## config.mk

```make
export PLATFORM = sky130hd
export DESIGN_NAME = cl_note_reader_flat
export DESIGN_NICKNAME = d
export VERILOG_FILES = /design/src/rtl/cl_note_reader_pkg.sv /design/src/rtl/cl_note_reader_if.sv /design/src/rtl/cl_song_timer.sv /design/src/rtl/cl_note_reader.sv /design/src/flat_wrapper.sv
export SDC_FILE = /design/constraint.sdc
export NUM_CORES = 1
export LEC_CHECK = 0
export ABC_AREA = 1
export CAP_MARGIN = 15
export CORE_MARGIN = 2
export CORE_UTILIZATION = 45
export CTS_CLUSTER_SIZE = 25
export DETAILED_ROUTE_END_ITERATION = 8
export GPL_TIMING_DRIVEN = 1
export HOLD_SLACK_MARGIN = 0.06
export PLACE_DENSITY_LB_ADDON = 0.2
export SYNTH_ARGS = -nofsm -noshare
export SYNTH_HDL_FRONTEND = slang
export SYNTH_HIERARCHICAL = 1
export SYNTH_SLANG_ARGS = --single-unit
```

## constraint.sdc

```tcl
create_clock -name clk25 -period 3.1 [get_ports clk25]
set_input_delay 0.775 -clock clk25 [delete_from_list [all_inputs] [get_ports clk25]]
set_output_delay 0.775 -clock clk25 [all_outputs]
set_load 0.005 [all_outputs]
```

## src/rtl/cl_note_reader_pkg.sv

```systemverilog
// Shared definitions for the song metadata BRAM word format.
// Used by both the metadata loader and the playback-side note reader.
package cl_note_reader_pkg;

    // System codes in word[31:29].
    localparam logic [2:0] SYS_NOTE = 3'b000;
    localparam logic [2:0] SYS_END  = 3'b111;

    // Field bit positions within a 32-bit note word.
    localparam int unsigned SYS_MSB    = 31;
    localparam int unsigned SYS_LSB    = 29;
    localparam int unsigned PITCH_MSB  = 28;
    localparam int unsigned PITCH_LSB  = 23;
    localparam int unsigned STRING_MSB = 22;
    localparam int unsigned STRING_LSB = 20;
    localparam int unsigned FRET_MSB   = 19;
    localparam int unsigned FRET_LSB   = 16;
    localparam int unsigned TIME_MSB   = 15;
    localparam int unsigned TIME_LSB   = 0;

    typedef struct packed {
        logic [2:0]  sys;
        logic [5:0]  pitch;
        logic [2:0]  string_no;
        logic [3:0]  fret;
        logic [15:0] note_time;
    } note_word_t;

    typedef enum logic [2:0] {
        StIdle,
        StFetch,
        StWait,
        StDecode,
        StHold,
        StEmit,
        StDone
    } reader_state_t;

endpackage

```

## src/rtl/cl_note_reader_if.sv

```systemverilog
// BRAM read port plus the note event valid/ready channel of the note reader.
interface cl_note_reader_if #(
    parameter int unsigned LOGSIZE = 12
);
    logic [LOGSIZE-1:0] rd_addr;
    logic [31:0]        rd_data;
    logic               note_valid;
    logic               note_ready;
    logic [5:0]         note_pitch;
    logic [2:0]         note_string;
    logic [3:0]         note_fret;
    logic [15:0]        note_time;

    // Reader side: drives the address and the note event.
    modport master (
        output rd_addr,
        input  rd_data,
        output note_valid,
        input  note_ready,
        output note_pitch,
        output note_string,
        output note_fret,
        output note_time
    );

    // Memory/consumer side.
    modport slave (
        input  rd_addr,
        output rd_data,
        input  note_valid,
        output note_ready,
        input  note_pitch,
        input  note_string,
        input  note_fret,
        input  note_time
    );
endinterface

```

## src/rtl/cl_song_timer.sv

```systemverilog
// Song time in ms ticks: cleared on song start, frozen by pause, saturates at 16'hFFFF.
module cl_song_timer (
    input  logic        clk25,
    input  logic        reset,
    input  logic        clear,
    input  logic        run,
    input  logic        ms_tick,
    output logic [15:0] song_time
);

    // Count ms ticks while running; hold at the top value instead of wrapping.
    always_ff @(posedge clk25) begin
        if (reset || clear) begin
            song_time <= 16'd0;
        end else if (run && ms_tick && (song_time != 16'hFFFF)) begin
            song_time <= song_time + 16'd1;
        end
    end

endmodule

```

## src/rtl/cl_note_reader.sv

```systemverilog
// Playback-side reader: walks the song metadata BRAM and releases each note
// as a valid/ready event once its time falls inside the lookahead window.
module cl_note_reader
    import cl_note_reader_pkg::*;
#(
    parameter int unsigned LOGSIZE     = 12,
    parameter int unsigned ADDR_STRIDE = 32,
    parameter logic [15:0] LEAD        = 16'd2000
) (
    input  logic             clk25,
    input  logic             reset,
    input  logic             start,
    input  logic             loaded,
    input  logic             pause,
    input  logic             ms_tick,
    cl_note_reader_if.master bus,
    output logic [15:0]      song_time,
    output logic             playing,
    output logic             done,
    output logic             overflow
);

    reader_state_t      state;
    logic [LOGSIZE-1:0] ptr_q;
    note_word_t         word_q;
    logic               valid_q;
    logic               playing_q;
    logic               done_q;
    logic               overflow_q;

    note_word_t         rd_word;
    logic [LOGSIZE:0]   ptr_sum;
    logic [LOGSIZE-1:0] ptr_next;
    logic               ptr_wrap;
    logic               start_ok;
    logic               due;

    assign rd_word  = note_word_t'(bus.rd_data);
    // Carry out of the pointer add means the walk ran off the end of the BRAM.
    assign ptr_sum  = {1'b0, ptr_q} + (LOGSIZE + 1)'(ADDR_STRIDE);
    assign ptr_next = ptr_sum[LOGSIZE-1:0];
    assign ptr_wrap = ptr_sum[LOGSIZE];
    assign start_ok = (state == StIdle) && start && loaded;
    // 17-bit compare so song_time + LEAD never wraps around.
    assign due      = (word_q.sys == SYS_NOTE) &&
                      ({1'b0, word_q.note_time} <= ({1'b0, song_time} + {1'b0, LEAD}));

    // Song time keeps running after DONE so the display tail can finish.
    cl_song_timer u_timer (
        .clk25    (clk25),
        .reset    (reset),
        .clear    (start_ok),
        .run      ((playing_q || done_q) && !pause),
        .ms_tick  (ms_tick),
        .song_time(song_time)
    );

    // Sequencer: owns state, pointer, latched word and all status flags.
    always_ff @(posedge clk25) begin
        if (reset) begin
            state      <= StIdle;
            ptr_q      <= '0;
            word_q     <= '0;
            valid_q    <= 1'b0;
            playing_q  <= 1'b0;
            done_q     <= 1'b0;
            overflow_q <= 1'b0;
        end else begin
            unique case (state)
                StIdle: begin
                    if (start_ok) begin
                        ptr_q     <= '0;
                        playing_q <= 1'b1;
                        state     <= StFetch;
                    end
                end
                StFetch:  state <= StWait;
                StWait:   state <= StDecode;
                StDecode: begin
                    word_q <= rd_word;
                    if (rd_word.sys == SYS_END) begin
                        playing_q <= 1'b0;
                        done_q    <= 1'b1;
                        state     <= StDone;
                    end else if (rd_word.sys == SYS_NOTE) begin
                        state <= StHold;
                    end else begin
                        // Unknown system code: skip the word.
                        ptr_q <= ptr_next;
                        if (ptr_wrap) begin
                            overflow_q <= 1'b1;
                            done_q     <= 1'b1;
                            playing_q  <= 1'b0;
                            state      <= StDone;
                        end else begin
                            state <= StFetch;
                        end
                    end
                end
                StHold: begin
                    if (due) begin
                        valid_q <= 1'b1;
                        state   <= StEmit;
                    end
                end
                StEmit: begin
                    // Pause does not gate the handshake; fields stay put until it completes.
                    if (bus.note_ready) begin
                        valid_q <= 1'b0;
                        ptr_q   <= ptr_next;
                        if (ptr_wrap) begin
                            overflow_q <= 1'b1;
                            done_q     <= 1'b1;
                            playing_q  <= 1'b0;
                            state      <= StDone;
                        end else begin
                            state <= StFetch;
                        end
                    end
                end
                StDone:  state <= StDone;
                default: state <= StIdle;
            endcase
        end
    end

    assign bus.rd_addr     = ptr_q;
    assign bus.note_valid  = valid_q;
    assign bus.note_pitch  = word_q[PITCH_MSB:PITCH_LSB];
    assign bus.note_string = word_q[STRING_MSB:STRING_LSB];
    assign bus.note_fret   = word_q[FRET_MSB:FRET_LSB];
    assign bus.note_time   = word_q[TIME_MSB:TIME_LSB];
    assign playing         = playing_q;
    assign done            = done_q;
    assign overflow        = overflow_q;

endmodule

```

## src/flat_wrapper.sv

```systemverilog
// flat-port wrapper written by rule: the top's interface ports become plain ports
module cl_note_reader_flat import cl_note_reader_pkg::*;
#(
    parameter int unsigned LOGSIZE     = 12,
    parameter int unsigned ADDR_STRIDE = 32,
    parameter logic [15:0] LEAD        = 16'd2000
)
  (clk25, reset, start, loaded, pause, ms_tick, song_time, playing, done, overflow, bus_rd_addr, bus_rd_data, bus_note_valid, bus_note_ready, bus_note_pitch, bus_note_string, bus_note_fret, bus_note_time);
  cl_note_reader_if #(.LOGSIZE(LOGSIZE)) bus_i ();
  input  logic clk25;
  input  logic reset;
  input  logic start;
  input  logic loaded;
  input  logic pause;
  input  logic ms_tick;
  output logic [15:0] song_time;
  output logic playing;
  output logic done;
  output logic overflow;
  output wire logic [$bits(bus_i.rd_addr)-1:0] bus_rd_addr;
  input wire logic [$bits(bus_i.rd_data)-1:0] bus_rd_data;
  output wire logic [$bits(bus_i.note_valid)-1:0] bus_note_valid;
  input wire logic [$bits(bus_i.note_ready)-1:0] bus_note_ready;
  output wire logic [$bits(bus_i.note_pitch)-1:0] bus_note_pitch;
  output wire logic [$bits(bus_i.note_string)-1:0] bus_note_string;
  output wire logic [$bits(bus_i.note_fret)-1:0] bus_note_fret;
  output wire logic [$bits(bus_i.note_time)-1:0] bus_note_time;
  assign bus_rd_addr = bus_i.rd_addr;
  assign bus_i.rd_data = bus_rd_data;
  assign bus_note_valid = bus_i.note_valid;
  assign bus_i.note_ready = bus_note_ready;
  assign bus_note_pitch = bus_i.note_pitch;
  assign bus_note_string = bus_i.note_string;
  assign bus_note_fret = bus_i.note_fret;
  assign bus_note_time = bus_i.note_time;
  cl_note_reader #(.LOGSIZE(LOGSIZE), .ADDR_STRIDE(ADDR_STRIDE), .LEAD(LEAD)) u_core (.clk25(clk25), .reset(reset), .start(start), .loaded(loaded), .pause(pause), .ms_tick(ms_tick), .bus(bus_i), .song_time(song_time), .playing(playing), .done(done), .overflow(overflow));
endmodule
```

==> flow_summary.json <==
{
  "outcome": "finished, final reports clean",
  "synth_area_per_cell_um2": 6.85,
  "path_cells": "inv_1, nand2_1, nor2_1, nand3_1, nand2_1, nor2_1, xnor2_1, ha_1, a21o_1, a21oi_1, nand2_1, nand2_1, nand2_1, nand2_1, nand2_1, nand2_1, nand3_1, nand3_1, inv_1",
  "antenna_found_initial": 0,
  "drv_slew": 0,
  "cts_setup_buffers": 0,
  "die_h_um": 95.4,
  "syn_area_um2": 3760,
  "cts_tree": "built",
  "die_w_um": 95.4,
  "mostFrequentLayoutCells": "120 x nor2_1, 97 x nand2_1, 94 x clkdlybuf4s50_1, 62 x dfxtp_1, 42 x inv_1",
  "async_flop_share_pct": 0,
  "regArea_um2": 1240,
  "grt_max_degree": 36,
  "holdBufCountCts": 0,
  "grt_use_total_pct": 20.8,
  "ctsResizeCount": 0,
  "synth_simple_gate_area_share_pct": 34.8,
  "slew_headroom_pct": 63.8,
  "synth.distinct_cells": 40,
  "grt_pass1_wl_um": 15000,
  "yosys-top-cells-area": "dfxtp_1 33%, nor2_1 12%, nand2_1 9.7%, buf_4 6.8%, ha_1 6.3%",
  "crit_type": "flop to flop",
  "clk_path_buf_depth": 2,
  "die_area_um2": 9100,
  "final_common_cell": "nor2_1",
  "drive_gt1_share_pct": 8.56,
  "cp-start-kind": "flop",
  "fin_tns_setup_ps": 0,
  "n_fill_cell": 785,
  "nets": 672,
  "holdCritPathClass": "flop to flop",
  "synth_area_leader_cell": "dfxtp_1",
  "ys.flop_type": "dfxtp_1",
  "vias": 3568,
  "htree_levels": 3,
  "cts.clk_slew.worst_paths_ps": 80,
  "multi_input_area_um2": 2050,
  "synthMuxAreaShare_pct": 0,
  "arrival_ps": 2810,
  "ant_nets": 0,
  "pin_count": 100,
  "finClkSkew_ps": 6.97,
  "netlist_instances": 549,
  "r2r_slack_ps": 530,
  "viasPerCell": 4.93,
  "worstPathRequired_ps": 3340,
  "numCtsBuffers": 9,
  "synth_compound_area_share_pct": 10.7,
  "synth_edf_count": 0,
  "crit_path_frequent_cell": "nand2_1",
  "clock_sinks": 62,
  "crit_slowest_cell": "dfxtp_1",
  "crit_fanout": 9,
  "synth_top_family_by_area": "simple AND/OR/NAND/NOR gates",
  "cp_slowest_stage_delay_ps": 540,
  "leakage_nw": 1.89,
  "clock_latency_ps": 340,
  "overflow": 0,
  "grt.busiest_layer": "met2",
  "ys_warn_count": 6,
  "wl_um": 8820,
  "cts.root.buffer_cell": "clkbuf_8",
  "max_freq_mhz": 389,
  "port-buffer-count": 94,
  "drc": 0,
  "setup_viol": 0,
  "routedWlPerCell_um": 12.2,
  "dr.first_iter.drc_count": 127,
  "synth_top_cell_area_share_pct": 33.0,
  "synth_xor_area_share_pct": 2.10,
  "use_met1_pct": 25.4,
  "drv_cap": 0,
  "timing.hold.ws_ps": 475,
  "ys_seq_area_share_pct": 33.0,
  "detail_route.first_pass.iterations": 5,
  "core_um2": 8180,
  "gp_congestion": 0.855,
  "antenna_cells": 0,
  "tightest_slew_ps": 542,
  "initial_core_util_pct": 46.0,
  "synth_fa_ha_area_share_pct": 6.32,
  "rsz0062_at_grt": "false",
  "grt.met2_usage_pct": 34.9,
  "dp_hpwl_um": 6600,
  "hold_viol": 0,
  "finalCriticalPeriod_ps": 2570,
  "rows": 33,
  "irDropWorstVdd_v": 0.000281,
  "power.density_cell_area_nw_per_um2": 514,
  "groute.layer.met3.usage_pct": 5.77,
  "yosys_register_bits": 62,
  "first_global_vias": 3346,
  "layout_worst_path_cycle_share_pct": 82.8,
  "area_growth_pct": 26.4,
  "critPathCaptureType": "flop"
}
[where the power goes]
group,internal (W),switching (W)
sequential,0.000866,0.0000702
clock,0.000372,0.000354
combinational,0.000333,0.000448
[cells in the mapped netlist, types with 3 or more instances]
cell type	number
a21oi_1	26
a21oi_2	4
buf_1	3
buf_4	34
clkbuf_1	7
dfxtp_1	62
ha_1	19
inv_1	42
inv_2	4
nand2_1	97
nand2_2	3
nand3_1	28
nand4_1	4
nor2_1	120
nor2_2	10
nor2_4	3
nor3_1	11
o21ai_0	36
xor2_1	7
[through the flow]
stage               worst slack, ps  power, W  cell area [µm²]  instances  util, %
CTS                             556   0.00246             4760        724     58.2
floorplan                       821   0.00152             3780        553        -
finish                          532   0.00244             4760        724     58.2
detailed placement              572   0.00173             4560        708     55.7
global route                    157   0.00262             4760        724     58.2
global placement                647   0.00171             4560        708     55.7
[per-layer routing]
layer	vias up	share of wire, %
li1	1858	-
met1	1596	45
met2	103	47
met3	11	7.0
met4	0	1.2
met5	-	0
[path summary, 6_finish.rpt]
path / to / cells after the start / from
worst min-delay path: u_core/bus.note_valid$_SDFFE_PP0P_ / 2 / u_core/bus.note_valid$_SDFFE_PP0P_
worst min register to register: u_core/bus.note_valid$_SDFFE_PP0P_ / 2 / u_core/bus.note_valid$_SDFFE_PP0P_
worst max register to register: u_core/state[2]$_SDFFE_PP0P_ / 19 / u_core/u_timer/song_time[8]$_SDFFE_PP0P_
worst max-delay path: u_core/state[2]$_SDFFE_PP0P_ / 19 / u_core/u_timer/song_time[8]$_SDFFE_PP0P_
[state kept, by name, summed over array words and instances (netlist names)]
register / flops
u_core/bus.note_time: 16
u_core/u_timer/song_time: 16
u_core/bus.rd_addr: 7
u_core/bus.note_pitch: 6
u_core/bus.note_fret: 4
u_core/bus.note_string: 3
u_core/state: 3
u_core/word_q: 3
u_core/bus.note_valid: 1
u_core/done: 1
u_core/overflow: 1
u_core/playing: 1
[final cells by class]
| class | count | share of cell area [%] |
|---|---|---|
| tap | 105 | 2.76 |
| clock buffer | 9 | 2.60 |
| sequential | 62 | 26.1 |
| timing repair buffer | 97 | 20.3 |
| inverter | 46 | 3.63 |
| clock inverter | 7 | 1.58 |
| multi-input combinational | 398 | 43.1 |
[critical path, delay by kind of cell, from the launching register on]
family	cells	cell delay, ps
and+or+nand+nor	13	1110
xor gates and xnor gates	1	130
AOI/OAI and AO/OA	2	310
adders and majority gates	1	260
buffers and inverters	2	130
DFF	1	540
[kinds of logic (layout without fill, tap and decap cells)]
logic type,after synthesis,after routing
xor+xnor,9,9
simple gates,291,291
flops,62,62
fa+ha+maj,19,19
buf+inv,93,159
other cells,1,5
compound gates,74,74
Note: power is estimated with default switching activity, not from simulation.
